**src/rtl/startup_seq_pkg.sv**
```systemverilog
// ---------------------------------------------------------------------------
// startup_seq_pkg
//   Shared types and helpers for the board-level startup sequencer.
//   - seq_state_t : sequencer FSM states
//   - chan_idx_w  : width of a channel index (fail_chan, current channel)
// ---------------------------------------------------------------------------
package startup_seq_pkg;

    typedef enum logic [2:0] {
        HOLD,
        RELEASE,
        GAP,
        START,
        RUN,
        DONE,
        ERROR
    } seq_state_t;

    // A single-channel build still needs a 1-bit index port.
    function automatic int chan_idx_w(input int num_chan);
        return (num_chan > 1) ? $clog2(num_chan) : 1;
    endfunction

endpackage

```
**src/rtl/sync_2ff.sv**
```systemverilog
// ---------------------------------------------------------------------------
// sync_2ff
//   Two-flop synchroniser for a bus of independent level signals.
//   Ports:
//     clock  in  1      destination clock
//     reset  in  1      asynchronous, active-low reset (clears both stages)
//     d      in  WIDTH  asynchronous input levels
//     q      out WIDTH  synchronised levels, two clock edges of latency
// ---------------------------------------------------------------------------
module sync_2ff #(
    parameter int WIDTH = 1
) (
    input  logic             clock,
    input  logic             reset,
    input  logic [WIDTH-1:0] d,
    output logic [WIDTH-1:0] q
);

    logic [WIDTH-1:0] meta;

    always_ff @(posedge clock or negedge reset) begin
        if (!reset) begin
            meta <= '0;
            q    <= '0;
        end else begin
            meta <= d;
            q    <= meta;
        end
    end

endmodule

```
**src/rtl/startup_sequencer.sv**
```systemverilog
// ---------------------------------------------------------------------------
// startup_sequencer
//   Holds NUM_CHAN downstream blocks in reset, releases them one at a time
//   (channel 0 first), waits for each channel's ready flag with a timeout,
//   spaces releases by a gap, then fires one start pulse and watches done.
//   Ports:
//     clock       in   1         system clock
//     reset       in   1         asynchronous, active-low reset
//     restart     in   1         sync pulse: re-run the sequence from HOLD
//     chan_ready  in   NUM_CHAN  per-channel ready, asynchronous to clock
//     chan_rst_n  out  NUM_CHAN  per-channel active-low reset, registered
//     start_port  out  1         one-cycle start pulse (START state)
//     done_port   in   1         main interface done level, synchronous
//     seq_busy    out  1         HOLD / RELEASE / GAP
//     seq_done    out  1         DONE
//     seq_error   out  1         ERROR (held until restart or reset)
//     fail_chan   out  idx       failing channel, valid with seq_error
// ---------------------------------------------------------------------------
module startup_sequencer
    import startup_seq_pkg::*;
#(
    parameter int NUM_CHAN      = 4,
    parameter int CNT_W         = 24,
    parameter int HOLD_CYCLES   = 1024,
    parameter int GAP_CYCLES    = 64,
    parameter int READY_TIMEOUT = 100000
) (
    input  logic                            clock,
    input  logic                            reset,
    input  logic                            restart,
    input  logic [NUM_CHAN-1:0]             chan_ready,
    output logic [NUM_CHAN-1:0]             chan_rst_n,
    output logic                            start_port,
    input  logic                            done_port,
    output logic                            seq_busy,
    output logic                            seq_done,
    output logic                            seq_error,
    output logic [chan_idx_w(NUM_CHAN)-1:0] fail_chan
);

    localparam int               IDX_W   = chan_idx_w(NUM_CHAN);
    localparam logic [IDX_W-1:0] LAST_CH = IDX_W'(NUM_CHAN - 1);
    localparam longint           CNT_MAX = (longint'(1) << CNT_W) - 1;

    // Reject parameter sets the shared counter cannot represent.
    if (NUM_CHAN < 1 || HOLD_CYCLES < 1 || GAP_CYCLES < 1 || READY_TIMEOUT < 1 ||
        HOLD_CYCLES > CNT_MAX || GAP_CYCLES > CNT_MAX || READY_TIMEOUT > CNT_MAX)
    begin : g_param_err
        $error("startup_sequencer: parameter out of range for CNT_W");
    end

    seq_state_t          state_q, state_d;
    logic [CNT_W-1:0]    cnt_q, cnt_d;
    logic [IDX_W-1:0]    ch_q, ch_d;
    logic [IDX_W-1:0]    fail_q, fail_d;
    logic [NUM_CHAN-1:0] rst_n_q, rst_n_d;

    logic [NUM_CHAN-1:0] ready;
    logic [NUM_CHAN-1:0] mon_mask;
    logic [NUM_CHAN-1:0] dropped;
    logic                drop_any;
    logic [IDX_W-1:0]    drop_idx;
    logic                cnt_zero;

    // Counter value loaded on entry to each state.
    function automatic logic [CNT_W-1:0] load_val(input seq_state_t s);
        case (s)
            HOLD:    return CNT_W'(HOLD_CYCLES - 1);
            RELEASE: return CNT_W'(READY_TIMEOUT - 1);
            GAP:     return CNT_W'(GAP_CYCLES - 1);
            default: return '0;
        endcase
    endfunction

    sync_2ff #(
        .WIDTH (NUM_CHAN)
    ) u_ready_sync (
        .clock (clock),
        .reset (reset),
        .d     (chan_ready),
        .q     (ready)
    );

    assign cnt_zero = (cnt_q == '0);

    // Channels whose ready is supervised: in GAP every channel released so
    // far (0..ch, all of which have already reported ready), in RUN all.
    // RELEASE is unsupervised; DONE deliberately ignores ready loss.
    always_comb begin
        mon_mask = '0;
        for (int i = 0; i < NUM_CHAN; i++) begin
            mon_mask[i] = (state_q == RUN) || ((state_q == GAP) && (i <= int'(ch_q)));
        end
        dropped  = mon_mask & ~ready;
        drop_any = |dropped;
        // Descending scan so the lowest dropped index is the one kept.
        drop_idx = '0;
        for (int i = NUM_CHAN - 1; i >= 0; i--) begin
            if (dropped[i]) drop_idx = IDX_W'(i);
        end
    end

    // -----------------------------------------------------------------
    // State register
    // -----------------------------------------------------------------
    always_ff @(posedge clock or negedge reset) begin
        if (!reset) state_q <= HOLD;
        else        state_q <= state_d;
    end

    // -----------------------------------------------------------------
    // Next-state logic (restart overrides everything)
    // -----------------------------------------------------------------
    always_comb begin
        state_d = state_q;
        ch_d    = ch_q;
        fail_d  = fail_q;
        if (restart) begin
            state_d = HOLD;
            ch_d    = '0;
            fail_d  = '0;
        end else begin
            case (state_q)
                HOLD: begin
                    if (cnt_zero) begin
                        state_d = RELEASE;
                        ch_d    = '0;
                    end
                end
                RELEASE: begin
                    // Ready is checked first so it wins a tie with the timeout.
                    if (ready[ch_q]) begin
                        state_d = GAP;
                    end else if (cnt_zero) begin
                        state_d = ERROR;
                        fail_d  = ch_q;
                    end
                end
                GAP: begin
                    if (drop_any) begin
                        state_d = ERROR;
                        fail_d  = drop_idx;
                    end else if (cnt_zero) begin
                        if (ch_q == LAST_CH) begin
                            state_d = START;
                        end else begin
                            state_d = RELEASE;
                            ch_d    = ch_q + 1'b1;
                        end
                    end
                end
                START: state_d = RUN;
                RUN: begin
                    if (drop_any) begin
                        state_d = ERROR;
                        fail_d  = drop_idx;
                    end else if (done_port) begin
                        state_d = DONE;
                    end
                end
                default: state_d = state_q;  // DONE / ERROR hold until restart
            endcase
        end
    end

    // Counter and per-channel reset outputs, computed from the transition.
    always_comb begin
        cnt_d   = cnt_q;
        rst_n_d = rst_n_q;
        if (restart || (state_d != state_q)) begin
            cnt_d = load_val(state_d);
        end else if (((state_q == HOLD) || (state_q == RELEASE) || (state_q == GAP)) && !cnt_zero) begin
            cnt_d = cnt_q - 1'b1;
        end

        if (restart) begin
            rst_n_d = '0;
        end else if ((state_d == RELEASE) && (state_q != RELEASE)) begin
            rst_n_d[ch_d] = 1'b1;
        end else if ((state_d == ERROR) && (state_q != ERROR)) begin
            // Lower channels keep their state; the failing one and above go back into reset.
            for (int i = 0; i < NUM_CHAN; i++) begin
                if (i >= int'(fail_d)) rst_n_d[i] = 1'b0;
            end
        end
    end

    always_ff @(posedge clock or negedge reset) begin
        if (!reset) begin
            cnt_q   <= CNT_W'(HOLD_CYCLES - 1);
            ch_q    <= '0;
            fail_q  <= '0;
            rst_n_q <= '0;
        end else begin
            cnt_q   <= cnt_d;
            ch_q    <= ch_d;
            fail_q  <= fail_d;
            rst_n_q <= rst_n_d;
        end
    end

    // -----------------------------------------------------------------
    // Output decode
    // -----------------------------------------------------------------
    always_comb begin
        start_port = (state_q == START);
        seq_busy   = (state_q == HOLD) || (state_q == RELEASE) || (state_q == GAP);
        seq_done   = (state_q == DONE);
        seq_error  = (state_q == ERROR);
        chan_rst_n = rst_n_q;
        fail_chan  = fail_q;
    end

endmodule

```
**config.mk**
```make
export PLATFORM = sky130hd
export DESIGN_NAME = startup_sequencer
export DESIGN_NICKNAME = d
export VERILOG_FILES = /design/src/rtl/startup_seq_pkg.sv /design/src/rtl/sync_2ff.sv /design/src/rtl/startup_sequencer.sv
export SDC_FILE = /design/constraint.sdc
export NUM_CORES = 1
export LEC_CHECK = 0
export CAP_MARGIN = 10
export CORE_AREA = 2 2 90 92
export CTS_BUF_LIST = sky130_fd_sc_hd__clkbuf_16
export CTS_CLUSTER_SIZE = 40
export DETAILED_ROUTE_END_ITERATION = 8
export DIE_AREA = 0 0 92 94
export MAX_ROUTING_LAYER = met4
export PLACE_DENSITY = 0.58
export SYNTH_ARGS = -nofsm -noshare
export SYNTH_HDL_FRONTEND = slang
export SYNTH_SLANG_ARGS = --single-unit
```
**constraint.sdc**
```tcl
create_clock -name clock -period 2.56 [get_ports clock]
set_input_delay 0.64 -clock clock [delete_from_list [all_inputs] [get_ports clock]]
set_output_delay 0.64 -clock clock [all_outputs]
set_load 0.02 [all_outputs]
```
==> metrics.csv, run 1 <==
stage,metric,value,unit
clocking,CTS buffer count,5,
synthesis,"Seq/Total Area, Yosys",0.4171,
synthesis,number of synthesized flops with an enable pin,0,
sta,final hold slack,0.3479,ns
synthesis,post-synthesis register bit count,43,
sta,RSZ-0062 raised after global routing,true,
sta,final setup vio count,0,
grt,initial antenna violation count,0,
sta,worst slew pin tran,0.7999,ns
grt,Overall Global Routing Usage,0.1729,
route,drt wl/cell,15.50,um
synthesis,Syn Nets,290,
worst_setup_path,Crit-path slowest cell,or4_4,
clocking,CTS tree,built,
power_and_ir_drop,Max IR drop VDD,0.0002463,V
outcome,status,"complete, no violations",
synthesis,Main synth FF type,dfrtp_1,
worst_setup_path,type of the worst setup path,flip-flop to flip-flop,
clocking,Worst-path clk slew,0.06,ns
die,I/O pin count,18,
sta,Setup Skew,0.002131,ns
cells_and_area,Area Overhead vs Synth,39.17,%
clocking,clock sinks,43,
cells_and_area,post-route non-filler standard cell count,456,
clocking,worst skew pair latency,0.28,ns
die,Starting Density,0.3431,
route,Post-DRT Antenna Nets,0,
grt,vias in the first global route,2312,
clocking,clk root buf,clkbuf_16,
sta,"Hold Vio Cnt, Final",0,
die,core area,0.007607,mm^2
grt,gr ovfl total,0,
route,drt pass-1 iters,4,
cells_and_area,diodes inserted,0,
die,Die ar.,0.008648,mm^2
die,FP Rows,32,
power_and_ir_drop,Leak,0.001543,uW
power_and_ir_drop,power density over the cells,397.0,mW/mm^2
sta,Max Transition Viols Final,0,
worst_setup_path,Worst setup EP type,flip-flop,
cells_and_area,Layout Nets,362,
clocking,H-tree depth,2,
clocking,Clock Path Buffers,2,
sta,FMAX,392.3,MHz
placed_design,port bufs,17,
synthesis,"Distinct cells, synth",64,
worst_setup_path,Startpoint Class,flip-flop,
synthesis,Post-Synthesis Cell Area,0.002610,mm^2
die,Die W,92,um
route,final WL,7067,um
cells_and_area,"commonest non-fill, non-tap cells in the layout","58 x buf_4, 36 x nor2_1, 32 x dfrtp_1",
worst_setup_path,Worst EP required,2.78,ns
route,routed via count,2387,
sta,final worst setup slack,0.01098,ns
synthesis,Syn Inst Count,281,
min_path,HP Class,flip-flop to flip-flop,
route,vias per inst,5.235,
sta,worst rel slew slack,0.4667,
synthesis,synth warn,0,
sta,fin crit share,0.9957,
grt,first-pass GRT wire length,11490,um
sta,min Tclk post-route,2.549,ns
placed_design,placed insts,441,
clocking,CTS Hold Buffers Added,0,
synthesis,syn avg cell area,9.288,um^2
worst_setup_path,Worst EP arrival,2.77,ns
placed_design,Post-DP HPWL,5090,um
route,DRC,0,
die,Die Y,94,um
placed_design,pre-CTS WS,-0.1008,ns
worst_setup_path,max incr delay on CP,0.55,ns
synthesis,Synth async-reset ratio,1.000,
cells_and_area,"commonest non-fill, non-tap cell in the layout",buf_4,
run,Max Cap Viol,0,
grt,largest net degree at the start of global routing,36,
worst_setup_path,Reg2Reg Setup Slack,0.01,ns
route,DRT iter0 DRCs,173,
cells_and_area,share of layout cells above drive strength 1,0.3503,
worst_setup_path,worst path cell trace,or4_4 > or3_4 > nor2_8 > a32oi_4 > a211oi_4 > buf_6 > buf_4 > a41oi_1 > nor2_1,
placed_design,Placer Congestion,0.8804,
cells_and_area,FILL cells,733,
worst_setup_path,critical-path maximum fanout,6,
cells_and_area,post-layout util,0.4775,
## sequential cells by signal, summed over array words and instances, names as in the netlist
name	flops
fail_chan	2
u_ready_sync.q	4
state_q	3
cnt_q	24
chan_rst_n	4
ch_q	2
u_ready_sync.meta	4
## area by class of cell
cell class	instances	area, um^2	area share
clock buffer	5	125.1	0.03445
clock inverter	3	15.01	0.004134
inverter	14	52.55	0.01447
multi-input combinational	210	1555	0.4282
sequential	43	1090	0.3000
tap	102	127.6	0.03514
timing repair buffer	79	666.9	0.1836
## cell families after synthesis
| kind of cell | count (synthesis) | synth area share |
|---|---|---|
| AOI/OAI and AO/OA | 67 | 0.1946 |
| xor gates and xnor gates | 16 | 0.05369 |
| adders and majority gates | 1 | 0.004793 |
| buffers and inverters | 28 | 0.04890 |
| DFF | 43 | 0.4171 |
| muxes | 7 | 0.03212 |
| and+or+nand+nor | 119 | 0.2488 |
## power by group
part           switching, uW  internal (uW)  leakage (uW)  total, uW
Combinational           57.3           52.0      0.000932        109
Sequential              12.1            699      0.000546        711
Clock                    267            355     0.0000649        621
## layer usage
metal,routed length (um),vias up,global-route usage
li1,-,1177,-
met1,3470,1171,0.2410
met2,3297,32,0.2586
met3,202,7,0.02488
met4,97,0,0.06095
met5,0,-,-
## final timing paths
path,startpoint,end,cells after the start
max,cnt_q[14]$_DFFE_PN0P_,chan_rst_n[3]$_DFFE_PN0P_,9
min in group asynchronous,reset,chan_rst_n[1]$_DFFE_PN0P_,1
min reg2reg,u_ready_sync.meta[3]$_DFF_PN0_,u_ready_sync.q[3]$_DFF_PN0_,0
min,u_ready_sync.meta[3]$_DFF_PN0_,u_ready_sync.q[3]$_DFF_PN0_,0
max in group asynchronous,reset,cnt_q[2]$_DFFE_PN1P_,2
max reg2reg,cnt_q[14]$_DFFE_PN0P_,chan_rst_n[3]$_DFFE_PN0P_,9
## stage by stage
stage | area [um^2] | TNS, ns | power [uW]
2_1_floorplan | 2625 | 0 | 766.5
3_3_place_gp | 3278 | -0.2347 | 822.4
3_5_place_dp | 3278 | -0.4758 | 825.1
4_1_cts | 3463 | -0.02985 | 1450
5_1_grt | 3632 | -0.2981 | 1497
6_report | 3632 | 0 | 1442
## worst max-delay path, delay by kind of cell (launching register included)
kind	cells	cell delay, ns
and+or+nand+nor	4	1.31
buffers and inverters	2	0.27
DFF	1	0.37
AOI/OAI and AO/OA	3	0.53
## what timing repair did
action	4_1_cts	5_1_grt
pin swaps	4	12
resized for setup	8	29
setup endpoints to repair	15	32
buffers inserted	2	6
## Yosys cell counts, drive strengths merged, types with 2 or more instances
cell / n / area [um^2]
a211oi: 7 / 75.07
a21o: 5 / 37.54
a21oi: 12 / 63.81
a22oi: 3 / 27.52
a31o: 2 / 17.52
a31oi: 4 / 25.02
a41oi: 4 / 35.03
and2: 5 / 33.78
and3: 3 / 18.77
buf: 9 / 56.30
clkbuf: 5 / 18.77
dfrtp: 33 / 825.8
dfstp: 10 / 262.8
inv: 13 / 48.80
mux2i: 5 / 50.05
nand2: 15 / 56.30
nand2b: 3 / 18.77
nand3: 10 / 50.05
nand4: 2 / 12.51
nor2: 37 / 155.2
nor3: 14 / 80.08
nor3b: 2 / 20.02
nor4: 10 / 68.81
o21ai: 11 / 58.80
o311a: 3 / 30.03
o31ai: 4 / 30.03
o41ai: 2 / 17.52
or2: 2 / 12.51
or3: 4 / 25.02
or3b: 3 / 26.28
or4: 6 / 45.04
xnor2: 10 / 87.58
xor2: 6 / 52.55
(Power assumes the default switching activity.)
==> inputs of run 2 (changes only) <==
--- a/config.mk
+++ b/config.mk
@@ -13,6 +13,7 @@
 export DIE_AREA = 0 0 92 94
 export MAX_ROUTING_LAYER = met4
 export PLACE_DENSITY = 0.58
+export SLEW_MARGIN = 20
 export SYNTH_ARGS = -nofsm -noshare
 export SYNTH_HDL_FRONTEND = slang
 export SYNTH_SLANG_ARGS = --single-unit
==> results of run 2 <==
Same layout as run 1: the final DEF is identical, and so are final timing and power.
